[config.mk]
export PLATFORM = sky130hd
export DESIGN_NAME = execute_writeback_arbiter
export DESIGN_NICKNAME = d
export VERILOG_FILES = /design/src/rtl/core_pkg.sv /design/src/rtl/wb_channel_fifo.sv /design/src/rtl/execute_writeback_arbiter.sv
export SDC_FILE = /design/constraint.sdc
export NUM_CORES = 1
export LEC_CHECK = 0
export ABC_AREA = 1
export BUFFER_PORTS_ARGS = -buffer_cell sky130_fd_sc_hd__buf_2
export CAP_MARGIN = 20
export CORE_MARGIN = 2
export CORE_UTILIZATION = 25
export DETAILED_ROUTE_END_ITERATION = 7
export PLACE_DENSITY = 0.44
export SYNTH_ARGS = -nofsm -noshare
export SYNTH_HDL_FRONTEND = slang
export SYNTH_SLANG_ARGS = --single-unit
[constraint.sdc]
create_clock -name clk -period 3.95 [get_ports clk]
set_input_delay 0.5925 -clock clk [delete_from_list [all_inputs] [get_ports clk]]
set_output_delay 0.5925 -clock clk [all_outputs]
set_load 0.05 [all_outputs]
[src/rtl/core_pkg.sv]
// Core-wide types shared by the execute, writeback and ROB logic.
// wb_entry_t is the completion record carried from execute units into the ROB.
package core_pkg;

  localparam int ROB_ENTRIES = 32;
  localparam int ROB_IDX_W   = $clog2(ROB_ENTRIES);

  typedef struct packed {
    logic [ROB_IDX_W-1:0] rob_idx;
    logic [31:0]          val;
    logic                 br_mispred;
    logic                 exception;
  } wb_entry_t;

endpackage

[src/rtl/wb_channel_fifo.sv]
// Single-channel completion FIFO; head is visible the cycle after a push, pop is same-cycle.
// full refuses push even while popping; flush empties it and drops that cycle's push.
module wb_channel_fifo
  import core_pkg::*;
#(
  parameter int DEPTH = 2
) (
  input  logic      clk,
  input  logic      rst,
  input  logic      flush,
  input  logic      push,
  input  wb_entry_t push_data,
  output logic      full,
  input  logic      pop,
  output logic      empty,
  output wb_entry_t head
);

  localparam int PTR_W = (DEPTH > 1) ? $clog2(DEPTH) : 1;
  localparam int CNT_W = $clog2(DEPTH) + 1;

  wb_entry_t          mem [DEPTH];
  logic [PTR_W-1:0]   wr_ptr;
  logic [PTR_W-1:0]   rd_ptr;
  logic [CNT_W-1:0]   count;
  logic               do_push;
  logic               do_pop;

  assign full    = (count == CNT_W'(DEPTH));
  assign empty   = (count == '0);
  assign do_push = push && !full && !flush;
  assign do_pop  = pop && !empty && !flush;
  assign head    = mem[rd_ptr];

  // Pointers wrap naturally because DEPTH is a power of two.
  always_ff @(posedge clk or posedge rst) begin
    if (rst) begin
      wr_ptr <= '0;
      rd_ptr <= '0;
      count  <= '0;
    end else if (flush) begin
      wr_ptr <= '0;
      rd_ptr <= '0;
      count  <= '0;
    end else begin
      if (do_push) wr_ptr <= wr_ptr + PTR_W'(1);
      if (do_pop)  rd_ptr <= rd_ptr + PTR_W'(1);
      count <= count + CNT_W'(do_push) - CNT_W'(do_pop);
    end
  end

  always_ff @(posedge clk) begin
    if (do_push) mem[wr_ptr] <= push_data;
  end

endmodule

[src/rtl/execute_writeback_arbiter.sv]
// Buffers NUM_EX execute completions and round-robin grants up to WB_PORTS per cycle to the ROB.
// Push-to-writeback latency 2 cycles; per-channel ready drops when its FIFO is full, no output backpressure.
module execute_writeback_arbiter
  import core_pkg::*;
#(
  parameter int NUM_EX     = 4,
  parameter int WB_PORTS   = 2,
  parameter int FIFO_DEPTH = 2
) (
  input  logic                                clk,
  input  logic                                rst,
  input  logic                                flush,
  input  logic [NUM_EX-1:0]                   ex_valid,
  output logic [NUM_EX-1:0]                   ex_ready,
  input  logic [NUM_EX-1:0][ROB_IDX_W-1:0]    ex_rob_idx,
  input  logic [NUM_EX-1:0][31:0]             ex_val,
  input  logic [NUM_EX-1:0]                   ex_br_mispred,
  input  logic [NUM_EX-1:0]                   ex_exception,
  output logic [WB_PORTS-1:0]                 wb_valid,
  output logic [WB_PORTS-1:0][ROB_IDX_W-1:0]  wb_rob_idx,
  output logic [WB_PORTS-1:0][31:0]           wb_val,
  output logic [WB_PORTS-1:0]                 wb_br_mispred,
  output logic [WB_PORTS-1:0]                 wb_exception
);

  localparam int CH_W = (NUM_EX > 1) ? $clog2(NUM_EX) : 1;
  localparam int PW   = (WB_PORTS > 1) ? $clog2(WB_PORTS) : 1;

  logic [NUM_EX-1:0]   full;
  logic [NUM_EX-1:0]   empty;
  logic [NUM_EX-1:0]   pop;
  wb_entry_t           head [NUM_EX];
  logic [CH_W-1:0]     rr_ptr;
  logic [CH_W-1:0]     rr_nxt;
  logic [WB_PORTS-1:0] gnt_vld;
  logic [CH_W-1:0]     gnt_ch [WB_PORTS];
  wb_entry_t           gnt_head [WB_PORTS];
  logic [WB_PORTS-1:0] wb_load;

  assign ex_ready = ~full;

  for (genvar i = 0; i < NUM_EX; i++) begin : g_ch
    wb_entry_t push_entry;
    assign push_entry = '{rob_idx: ex_rob_idx[i], val: ex_val[i],
                          br_mispred: ex_br_mispred[i], exception: ex_exception[i]};
    wb_channel_fifo #(.DEPTH(FIFO_DEPTH)) u_fifo (
      .clk       (clk),
      .rst       (rst),
      .flush     (flush),
      .push      (ex_valid[i]),
      .push_data (push_entry),
      .full      (full[i]),
      .pop       (pop[i]),
      .empty     (empty[i]),
      .head      (head[i])
    );
  end

  // Scan from rr_ptr; the n-th non-empty channel found goes to port n.
  always_comb begin : arb_scan
    int n;
    int c;
    n       = 0;
    c       = 0;
    pop     = '0;
    gnt_vld = '0;
    rr_nxt  = rr_ptr;
    for (int k = 0; k < WB_PORTS; k++) gnt_ch[k] = '0;
    for (int j = 0; j < NUM_EX; j++) begin
      c = int'(rr_ptr) + j;
      if (c >= NUM_EX) c = c - NUM_EX;
      if (!empty[CH_W'(c)] && n < WB_PORTS) begin
        pop[CH_W'(c)]    = 1'b1;
        gnt_vld[PW'(n)]  = 1'b1;
        gnt_ch[PW'(n)]   = CH_W'(c);
        rr_nxt           = CH_W'((c + 1) % NUM_EX);
        n                = n + 1;
      end
    end
  end

  for (genvar k = 0; k < WB_PORTS; k++) begin : g_port
    assign gnt_head[k] = head[gnt_ch[k]];
  end

  assign wb_load = gnt_vld & {WB_PORTS{!flush}};

  // Ungranted ports keep their old data fields; only valid drops.
  always_ff @(posedge clk or posedge rst) begin
    if (rst) begin
      rr_ptr        <= '0;
      wb_valid      <= '0;
      wb_rob_idx    <= '0;
      wb_val        <= '0;
      wb_br_mispred <= '0;
      wb_exception  <= '0;
    end else begin
      if (!flush) rr_ptr <= rr_nxt;
      wb_valid <= wb_load;
      for (int k = 0; k < WB_PORTS; k++) begin
        if (wb_load[k]) begin
          wb_rob_idx[k]    <= gnt_head[k].rob_idx;
          wb_val[k]        <= gnt_head[k].val;
          wb_br_mispred[k] <= gnt_head[k].br_mispred;
          wb_exception[k]  <= gnt_head[k].exception;
        end
      end
    end
  end

endmodule

* Word level (Yosys, flattened, before mapping) *
Memories as Yosys holds them, arrays and structs flattened.
Cells that the tools add are included.

word-level totals
  flip-flop bits (word level) = 98
  output and inout bits = 84
  memories kept = 4
  memory bits (read-only) = 0
  input bits = 163
  RAM bits = 312
  latch bits = 0
  logic and storage cells = 249

cells by class
  add/subtract/negate cells = 29
  multipliers = 0
  shift operators = 0
  muxes and demuxes = 92
  equal/unequal tests = 5
  div/mod/pow operators = 0
  bitwise logic cells = 14
  reduce and logical (&&, ||, !) cells = 54
  $lt $le $gt $ge = 29

memories
  memory              depth  width  rd ports  clocked after Yosys merged registers in  write ports  line                   text
  g_ch[0].u_fifo.mem  2      39     1         0                                        1            wb_channel_fifo.sv:22  wb_entry_t mem [DEPTH];
  g_ch[1].u_fifo.mem  2      39     1         0                                        1            wb_channel_fifo.sv:22
  g_ch[2].u_fifo.mem  2      39     1         0                                        1            wb_channel_fifo.sv:22
  g_ch[3].u_fifo.mem  2      39     1         0                                        1            wb_channel_fifo.sv:22

operator list
  cell                   count
  $bmux 39 s2            2
  $mux 39                4
  $lt 32x3->1 const B    3
  $add 32x2->32 const B  2
  $mux 32                2
  $mux 1                 41
  $mux 2                 19
  $logic_and 1x1->1      29
  $mux 4                 7
  $lt 2x4->1 const B     4
  $reduce_bool 2->1      8
  $ge 3x3->1 const B     5
  $bwmux 4               3
  $logic_not 1->1        12
  $or 4x4->4             3
  $lt 1x3->1 const B     3
  $add 1x1->1 const B    8
  $add 2x1->2            4
  $add 2x2->2 const B    4
  $bmux 1 s2             4
  $demux 1 s2            4
  $eq 2x2->1 const B     4
  $ge 2x1->1 const B     4
  $logic_not 2->1        4
  other kinds (18)       40

* Longest topological paths before layout *
Gate-level depths: netlist (run 1).

  depth in word-level cells = 23
  gate-level depth with buffers = 21
  depth with buffers taken out = 19

* Cells and area by module *
A second synthesis (run 1) with hierarchy kept.

unflattened totals
  cells, all modules = 1,772
  area total of the unflattened synthesis = 17,271.6 um^2

modules (own cells, without submodules)
  module                     area each (um^2)  cells an instance  seq. area each (um^2)  instances
  wb_channel_fifo            3,143.0           242                2,442.3                4
  execute_writeback_arbiter  4,699.5           804                1,051.0                1

* Worst setup path before layout (run 1) *
No wires, ideal clock.

  kind = reg2reg
  start point = register g_ch[0].u_fifo.count[1]
  end point = memory g_ch[0].u_fifo.mem[0][0] in the netlist's numbering (enable)
  arrival time = 2,770 ps
  buffers on the path = 0
  cell stages (with the launch flop) = 6
  clock period less this slack = 3,206 ps
  library setup time = 436 ps
  slack = 744 ps
  data required time = 3,514 ps
  cells stage by stage = dfrtp_1 nand2_1 nand2_1 nor2_1 inv_1 nor2_1

on the way
  cells in the longest elaborated chain, start to end = 6

RTL lines
  element                         line                   text
  start: declaration              wb_channel_fifo.sv:25  logic [CNT_W-1:0] count;
  start signal: assignment        wb_channel_fifo.sv:48  count <= count + CNT_W'(do_push) - CNT_W'(do_pop);
  $eq 2x2->1                      wb_channel_fifo.sv:29  assign full = (count == CNT_W'(DEPTH));
  $logic_not 1->1                 wb_channel_fifo.sv:31  assign do_push = push && !full && !flush;
  $logic_and 1x1->1 (2 in a row)  wb_channel_fifo.sv:31
  $mux 1                          wb_channel_fifo.sv:53  if (do_push) mem[wr_ptr] <= push_data;
  $mux 1 (not written as such)    wb_channel_fifo.sv:53
  end: declaration                wb_channel_fifo.sv:22

No other way between the ends.

* Worst setup path after layout (run 1) *
  start point = register rr_ptr[1]
  end point = register wb_rob_idx[3] in the netlist's numbering

on the way
  cells in the longest elaborated chain, start to end = 23
  elaborated cells on any way between the ends = 93
  those cells by class = add/sub: 9; order compare: 19; mux: 45; bitwise: 8; reduce/logical: 12

RTL lines
  element                                               line                              text
  start: declaration                                    execute_writeback_arbiter.sv:33   logic [CH_W-1:0] rr_ptr;
  start signal: assignment                              execute_writeback_arbiter.sv:98   if (!flush) rr_ptr <= rr_nxt;
  branches (longest 23 deep; another with $lt 32x3->1)  -
  end signal: indexed assignment                        execute_writeback_arbiter.sv:102  wb_rob_idx[k] <= gnt_head[k].rob_idx;
  end: declaration                                      execute_writeback_arbiter.sv:20   output logic [WB_PORTS-1:0][ROB_IDX_W-1:0] wb_rob_idx,

Several ways; the timed one is not identified. The select of a mux whose other input is x is not followed.
A chain may end at the register's enable or synchronous reset.

==> impl_metrics.toml, run 1 <==
[synthesis]
synth_cells = 1230
yosys-top-cells-area = "edfxtp_1 (59%), mux2i_1 (9.9%), dfrtp_1 (9.2%), nand2_1 (6.9%), nand3_1 (5.5%)"
synthFlopType = "edfxtp_1"
yosys_warnings = 0
synth_top_area_share = 0.5921
synth_cell_type_count = 30
syn_area_mm2 = 0.01582
async_reset_ff_frac = 0.1568
ys_ff_latch = 370
syn_avg_cell_area_um2 = 12.86
ys_top_cells_by_count = "edfxtp_1 (312), nand2_1 (289), nand3_1 (174)"
synth_top_area_cell = "edfxtp_1"
ys_seq_area_frac = 0.6839
synth-edff-count = 312
yosysMostFrequentCell = "edfxtp_1"

[outcome]
outcome = "finished clean"

[floorplanning]
start_util = 0.2518
die_width_um = 255.6
design.portCount = 247
die_area_mm2 = 0.06532
rows = 92
core_area_mm2 = 0.06285
die_h_um = 255.6

[placed_design]
place_area_mm2 = 0.01783
dp_worst_setup_slack_ns = 0.3929
port_buffers = 206
place_inst = 2249
gp_congestion = 0.8088
dp_hpwl_um = 32870

[detailed_routing]
drtAntennaViolNets = 0
vias = 9912
avgRoutedWirePerCell_um = 19.92
vias_per_cell = 4.258
dr.pass1.iters = 5
drt_wl_total_um = 46370
drt-initial-drc-count = 591
drc = 0

[cts]
cts_resized = 0
clockRootBuffer = "clkbuf_16"
post_cts_buffers = 0
cts_tree = "done"
numCtsBuffers = 42
clk_latency_ns = 0.57
path_clk_slew_ns = 0.06
cts_hold_buf = 0
htree_levels = 2
cts.sinks = 370
clockBufferDepth = 3

[final_layout]
drive_above_1_share = 0.2275
area_growth_pct = 21.90
fin_nets = 1627
final_cells = 2328
fin_area_mm2 = 0.01929

[timing]
slew_headroom = 0.3853
timing.final.crit_share = 0.9059
drv_slew = 0
hold_viol = 0
finalSetupTns_ns = 0
timing.final.ws_setup_ns = 0.3715
tightest_slew_ns = 0.9221
fin_crit_ns = 3.578
setup_viol = 0
fmax_mhz = 279.5
rsz0062_at_grt = "no"
finalClockSkew_ns = 0.02517

[worst_setup_path]
r2r_end = "wb_rob_idx[3]"
path_buf_inv = 5
path_class = "flip-flop to flip-flop"
crit_path_start_kind = "flip-flop"
r2r_start = "rr_ptr[1]"
critPathCaptureType = "flip-flop"
crit_required_ns = 4.41
crit_chain = "inv_1 > ha_1 > inv_1 > nand3_2 > nand2_4 > inv_2 > ha_1 > inv_1 > nand3_1 > nand3_1 > nand2_1 > nand2_4 > buf_4 > nand3_1 > nand3_1 > nand2_1 > nand2_1 > nand2_1"
cp_max_fo = 31
critPathMaxStageDelay_ns = 0.57
cp.arrival_ns = 4.04
cp.depth = 18
rrSetupSlack_ns = 0.37
worst_path_max_delay_cell = "dfrtp_1"
r2r_cells = 18
crit_family = "simple AND/OR/NAND/NOR gates"

[global_routing]
antenna_found_initial = 7
overflow = 0
grt_usage = 0.1407
grt_max_degree = 59
grt_pass1_wl_um = 67750
grt_pass1_vias = 9858

[min_path]
hold_depth = 1
min_to = "g_ch[1].u_fifo.mem[0][16]"
min_from = "ex_val[46]"
min_path_type = "input port to flip-flop"

[flow_run]
max_cap_violations = 0
through the flow:
step,utilization,hold slack (ns)
5_1_grt,0.3069,0.1724
3_3_place_gp,0.2837,0.4611
2_1_floorplan,-,0.4802
6_report,0.3069,0.2050
4_1_cts,0.3068,0.1666
3_5_place_dp,0.2837,0.4607
per-layer routing:
layer	up-vias	global-route usage	wire length (um)	share of wire
li1	4713	-	-	-
met1	4861	0.1973	22060	0.48
met2	264	0.2179	21030	0.45
met3	64	0.03298	2363	0.051
met4	10	0.03736	841	0.018
met5	-	0	71	0.0015
layout make-up:
cell class | count | area [um^2]
Tap cell | 846 | 1059
Clock inverter | 19 | 239.0
Antenna cell | 1 | 2.502
Fill cell | 6413 | 43560
Inverter | 35 | 131.4
Multi-Input combinational cell | 761 | 4476
Timing Repair Buffer | 237 | 1339
Clock buffer | 59 | 1216
Sequential cell | 370 | 10830
sequential cells by signal, summed over array words and instances (netlist names), 2 cells and up:
register and cells:
g_ch.u_fifo.count 8, g_ch.u_fifo.mem 312, g_ch.u_fifo.rd_ptr 4, g_ch.u_fifo.wr_ptr 4, rr_ptr 2, wb_rob_idx 5, wb_val 32
worst max path at each step:
stage / startpoint / end / slack, ns
after floorplan: g_ch[0].u_fifo.count[1] / g_ch[0].u_fifo.mem[0][0] / 0.74
after global placement: rr_ptr[1] / wb_val[3] / 0.50
after detailed placement: rr_ptr[1] / wb_val[6] / 0.39
after CTS: rr_ptr[1] / wb_val[6] / 0.39
after global routing: rr_ptr[1] / wb_val[6] / 0.04
final: rr_ptr[1] / wb_rob_idx[3] / 0.37
cells by family after synthesis:
family                     after synthesis  synth area share
adders and majority gates               17           0.01344
other                                    1         0.0002370
AOI/OAI and AO/OA                       19          0.007908
muxes                                  156           0.09869
DFF                                    370            0.6839
xor gates and xnor gates                11          0.006089
buffers and inverters                  138           0.04681
and+or+nand+nor                        518            0.1430
worst register-to-register path, delay by kind of cell, from the launching register on:
family	cells	cell delay, ns
adder cells (fa/ha/maj)	2	0.71
buffers and inverters	5	0.90
flip-flops	1	0.57
AND/OR/NAND/NOR	11	1.30
cells in the final DEF (no fill, tap or decap), drive strengths merged, types with 10 or more instances in the layout:
cell    instances
edfxtp        312
nand2         299
buf           237
nand3         179
mux2i         156
clkbuf         59
dfrtp          58
conb           40
inv            38
nor2           35
ha             17
o21ai          11
clkinv         10
Power of run 1 is left out: the tool's default activity adds up to more than one toggle a clock period on the data nets, which glitch-free logic cannot reach.
==> run 2: changes to the inputs <==
--- a/config.mk
+++ b/config.mk
@@ -10,6 +10,7 @@
 export CAP_MARGIN = 20
 export CORE_MARGIN = 2
 export CORE_UTILIZATION = 25
+export CTS_BUF_LIST = sky130_fd_sc_hd__clkbuf_4
 export DETAILED_ROUTE_END_ITERATION = 7
 export PLACE_DENSITY = 0.44
 export SYNTH_ARGS = -nofsm -noshare
==> run 2 against run 1 <==
Final cell count is 11% higher. Global-route usage is 0.60 points higher. Critical endpoint is now g_ch[2].u_fifo.count[1]. Largest cell class unchanged. Fmax fell by 0.89%. First-iteration DRC count decreased by 7.8%. Final area is 7.8% higher.
==> impl_metrics.toml, run 2 (synthesis gave the netlist of run 1 again) <==
[worst_setup_path]
critPathCaptureType = "flip-flop"
cp.arrival_ns = 4.27
r2r_cells = 17
r2r_start = "rr_ptr[1]"
crit_family = "adder cells"
r2r_end = "g_ch[2].u_fifo.count[1]"
crit_path_start_kind = "flip-flop"
path_buf_inv = 3
cp_max_fo = 11
path_class = "flip-flop to flip-flop"
rrSetupSlack_ns = 0.34
crit_chain = "inv_1 > ha_1 > inv_1 > nand3_2 > nand2_4 > nand2_4 > nand2_1 > a21boi_4 > nand2_1 > o211ai_1 > nand2_1 > nor2_1 > ha_1 > inv_1 > ha_1 > xor2_1 > nor2_1"
crit_required_ns = 4.61
worst_path_max_delay_cell = "dfrtp_1"
critPathMaxStageDelay_ns = 0.59

[final_layout]
final_cells = 2594
postLayoutCoreUtil = 0.3307
top_register = "g_ch.u_fifo.mem"
final_cell_mix = "edfxtp_1 (312), nand2_1 (289), buf_2 (206), nand3_1 (174), clkbuf_4 (168)"
largest_reg_flops = 312
layout_commonest_cell = "edfxtp_1"
fin_nets = 1842
largestRegisters = "g_ch.u_fifo.mem: 312 flops, wb_val: 32 flops, g_ch.u_fifo.count: 8 flops"
area_growth_pct = 31.35
drive_above_1_share = 0.2554

[timing]
rsz0062_at_grt = "no"
timing.final.crit_share = 0.9141
drv_slew = 0
setup_viol = 0
slew_headroom = 0.3917
fin_crit_ns = 3.611
tightest_slew_ns = 0.9124
finalClockSkew_ns = 0.06483
finalSetupTns_ns = 0
hold_viol = 0
fmax_mhz = 277.0

[detailed_routing]
drc = 0
vias_per_cell = 4.172
dr.pass1.iters = 5
vias = 10820
drtAntennaViolNets = 0
avgRoutedWirePerCell_um = 18.47
drt_wl_total_um = 47920
drt-initial-drc-count = 545

[global_routing]
gr-usage-met2 = 0.2271
grt_pass1_vias = 11110
overflow = 0
met3_usage = 0.03575
grt_pass1_wl_um = 71060
grtUsageMet1 = 0.1993
grt_max_degree = 59
grt_usage = 0.1466
grt_busiest_layer = "met2"
antenna_found_initial = 2

[cts]
path_clk_slew_ns = 0.08
clockBufferDepth = 3
cts.sinks = 370
clockRootBuffer = "clkbuf_4"
clk_latency_ns = 0.85
htree_levels = 3
post_cts_buffers = 0
numCtsBuffers = 100
cts_tree = "done"

[min_path]
min_to = "g_ch[0].u_fifo.wr_ptr"
min_from = "ex_valid[0]"
min_path_type = "input port to flip-flop"
hold_depth = 4

[placed_design]
dp_hpwl_um = 32870
port_buffers = 206
place_inst = 2249
gp_congestion = 0.8088

[floorplanning]
core_area_mm2 = 0.06285
die_h_um = 255.6
start_util = 0.2518
die_area_mm2 = 0.06532
design.portCount = 247
rows = 92
die_width_um = 255.6

[outcome]
outcome = "finished clean"

[flow_run]
max_cap_violations = 0
## run 2: cell count changes in the layout (fill, tap and decap cells not counted), sizes merged
cell         change
dlygate4sd3    +157
clkbuf         +109
bufinv           -4
clkinv           +2
clkinvlp         +2
diode            +1
inv              -1
## run 2: cell type report
cell class / count / area, um^2
fill: 6447 / 42070
sequential: 370 / 10830
multi-input combinational: 761 / 4476
timing repair buffer: 394 / 2910
clock buffer: 168 / 1261
tap: 846 / 1059
inverter: 35 / 131.4
clock inverter: 18 / 115.1
antenna: 2 / 5.005
## run 2: per-layer routing
layer | share of wire | vias up
met3 | 0.051 | 51
met1 | 0.47 | 5263
met4 | 0.018 | 0
li1 | - | 5206
met5 | 0 | -
met2 | 0.46 | 303
## run 2: worst max path at each step
stage / start / end / slack, ns / depth (start not counted)
after global routing: rr_ptr[1] / wb_val[6] / 0.03 / 19
after CTS: rr_ptr[1] / g_ch[2].u_fifo.count[1] / 0.36 / 17
after global placement: rr_ptr[1] / wb_val[3] / 0.50 / 19
after floorplan: g_ch[0].u_fifo.count[1] / g_ch[0].u_fifo.mem[0][0] / 0.74 / 5
after detailed placement: rr_ptr[1] / wb_val[6] / 0.39 / 18
final: rr_ptr[1] / g_ch[2].u_fifo.count[1] / 0.34 / 17
## run 2: repair_timing
action,4_1_cts,5_1_grt
setup endpoints to repair,0,0
endpoints found under the hold margin,344,0
hold buffers,157,0
resized for setup,0,0
## run 2: worst register-to-register path: stages (launching register included)
cell	delay [ns]
dfrtp_1	0.59
inv_1	0.26
ha_1	0.45
inv_1	0.12
nand3_2	0.11
nand2_4	0.09
nand2_4	0.10
nand2_1	0.10
a21boi_4	0.29
nand2_1	0.13
o211ai_1	0.31
nand2_1	0.11
nor2_1	0.11
ha_1	0.24
inv_1	0.06
ha_1	0.14
xor2_1	0.14
nor2_1	0.06
## run 2: metrics by stage
| stage | area (um^2) | hold WS (ns) | worst slack (ns) |
|---|---|---|---|
| final | 20780 | 0.1727 | 0.3394 |
| after floorplan | 15970 | 0.4802 | 0.7440 |
| after global routing | 20780 | 0.1267 | 0.02528 |
| after CTS | 20780 | 0.06019 | 0.3601 |
| after detailed placement | 17830 | 0.4607 | 0.3929 |
| after global placement | 17830 | 0.4611 | 0.4951 |
Power of run 2 is left out for the same reason.
==> run 3: changes to the inputs <==
==> constraint.sdc (replaced) <==
create_clock -name clk -period 4.3 [get_ports clk]
set_input_delay 0.645 -clock clk [delete_from_list [all_inputs] [get_ports clk]]
set_output_delay 0.645 -clock clk [all_outputs]
set_load 0.05 [all_outputs]
==> run 3 against run 2 <==
Sequential share of layout area increased by 0.60 points. Register-to-register slack better by 0.26 ns. Clock skew down 0.0041 ns. Fmax down 2.4%. Final cell count down 0.58%. Critical path depth increased by 2. Final area fell by 1.1%. Critical endpoint is now wb_rob_idx[0]. Largest cell class unchanged. Highest routed layer unchanged.
==> impl_metrics.toml, run 3 (synthesis gave the netlist of run 1 again) <==
[final_layout]
layout_commonest_cell = "edfxtp_1"
final_cell_mix = "edfxtp_1 (312), nand2_1 (289), buf_2 (206), nand3_1 (174), mux2i_1 (156)"
drive_above_1_share = 0.2419
area_growth_pct = 29.84
largest_reg_flops = 312
top_register = "g_ch.u_fifo.mem"
fin_nets = 1832
largestRegisters = "g_ch.u_fifo.mem: 312 flops, wb_val: 32 flops, g_ch.u_fifo.count: 8 flops"
nFillCells = 6451

[cts]
htree_levels = 3
clockRootBuffer = "clkbuf_4"
numCtsBuffers = 99
cts_tree = "done"
clockBufferDepth = 3
cts_resized = 0
clk_latency_ns = 0.81
path_clk_slew_ns = 0.07
cts.sinks = 370

[floorplanning]
die_area_mm2 = 0.06532
rows = 92
start_util = 0.2518
design.portCount = 247
die_h_um = 255.6
die_width_um = 255.6
core_area_mm2 = 0.06285

[timing]
finalClockSkew_ns = 0.06072
hold_viol = 0
drv_slew = 0
tightest_slew_ns = 0.9809
timing.final.crit_share = 0.8607
fmax_mhz = 270.2
slew_headroom = 0.3461
rsz0062_at_grt = "no"
setup_viol = 0
finalSetupTns_ns = 0
fin_crit_ns = 3.701

[worst_setup_path]
critical_path.most_common_cell = "nand2_1"
critPathCaptureType = "flip-flop"
path_class = "flip-flop to flip-flop"
cp.arrival_ns = 4.42
crit_family = "buffers and inverters"
worst_path_max_delay_cell = "dfrtp_1"
crit_chain = "inv_1 > ha_1 > inv_1 > nand3_2 > nand2_4 > inv_2 > ha_1 > inv_1 > nand3_1 > nand2_1 > o21ai_0 > nand2_1 > nand2_2 > inv_2 > buf_4 > nand3_1 > nand2_1 > nand2_1 > nand2_1"
path_buf_inv = 6
cp_max_fo = 29
critPathMaxStageDelay_ns = 0.57
crit_path_start_kind = "flip-flop"
crit_required_ns = 5.02

[detailed_routing]
drt_wl_total_um = 47090
vias_per_cell = 4.165
route.met3.wl_um = 2437
drt-initial-drc-count = 668
top_layer_used = "met4"
vias = 10740
dr.pass1.iters = 6
avgRoutedWirePerCell_um = 18.26
drtAntennaViolNets = 0
drc = 0
drt-met1-wl_um = 22520
wl_met2_um = 21090

[placed_design]
dp_hpwl_um = 31610
port_buffers = 206
gp_congestion = 0.8526

[global_routing]
grt_usage = 0.1435
overflow = 0
grt_pass1_wl_um = 70340
grt_max_degree = 79
antenna_found_initial = 1
grt_pass1_vias = 11120

[outcome]
outcome = "finished clean"

[flow_run]
max_cap_violations = 0

[min_path]
min_path_type = "input port to async pin"
-- run 3: cell count changes in the layout (fill, tap and decap cells not counted) --
| cell | before | now |
|---|---|---|
| clkinvlp_4 | 3 | 1 |
| buf_16 | 0 | 1 |
| clkbuf_4 | 168 | 148 |
| dlygate4sd3_1 | 157 | 154 |
| inv_2 | 6 | 7 |
| inv_6 | 2 | 0 |
| diode_2 | 2 | 1 |
| clkinv_4 | 0 | 1 |
| clkinv_2 | 0 | 2 |
| bufinv_16 | 1 | 0 |
| buf_4 | 25 | 22 |
| clkinv_1 | 12 | 28 |
| buf_12 | 6 | 2 |
-- run 3: area by class of cell --
class / count / area [um^2] / share of cell area
Antenna cell: 1 / 2.502 / 0.0001218
Clock buffer: 148 / 1111 / 0.05408
Clock inverter: 33 / 135.1 / 0.006577
Inverter: 35 / 131.4 / 0.006395
Multi-Input combinational cell: 761 / 4476 / 0.2178
Sequential cell: 370 / 10830 / 0.5269
Tap cell: 846 / 1059 / 0.05152
Timing Repair Buffer: 385 / 2805 / 0.1365
-- run 3: stage by stage --
step           instance area (um^2)  setup slack [ns]  cells  utilization  hold WS, ns
2_1_floorplan                 15970             1.094   1269            -       0.4802
3_3_place_gp                  17730            0.6792   2242       0.2821       0.4617
3_5_place_dp                  17730            0.6236   2242       0.2821       0.4598
4_1_cts                       20510            0.6542   2577       0.3264    0.0001056
5_1_grt                       20540            0.2567   2579       0.3269      0.02590
6_report                      20540            0.5989   2579       0.3269      0.06639
-- run 3: final timing paths --
path / from / end / slack, ns / cells after the start
setup / recovery: rr_ptr[1] / wb_rob_idx[0] / 0.60 / 19
hold / removal: rst / wb_val[25] / 0.07 / 2
setup reg to reg: rr_ptr[1] / wb_rob_idx[0] / 0.60 / 19
hold reg to reg: wb_val[26] / wb_val[26] / 0.48 / 2
max in group asynchronous: rst / wb_val[4] / 3.31 / 3
min in group clk: ex_val[119] / g_ch[3].u_fifo.mem[0][25] / 0.10 / 1
-- run 3: what timing repair did --
item	CTS	global route
buffers inserted	0	0
hold buffers	154	0
hold endpoints to repair	306	0
-- run 3: routing by layer --
layer  GRT usage  vias up
met2      0.2184      341
met3     0.02961       62
met5           0        -
li1            -     5176
met4     0.05929        0
met1      0.1990     5163
Power of run 3 is left out for the same reason.
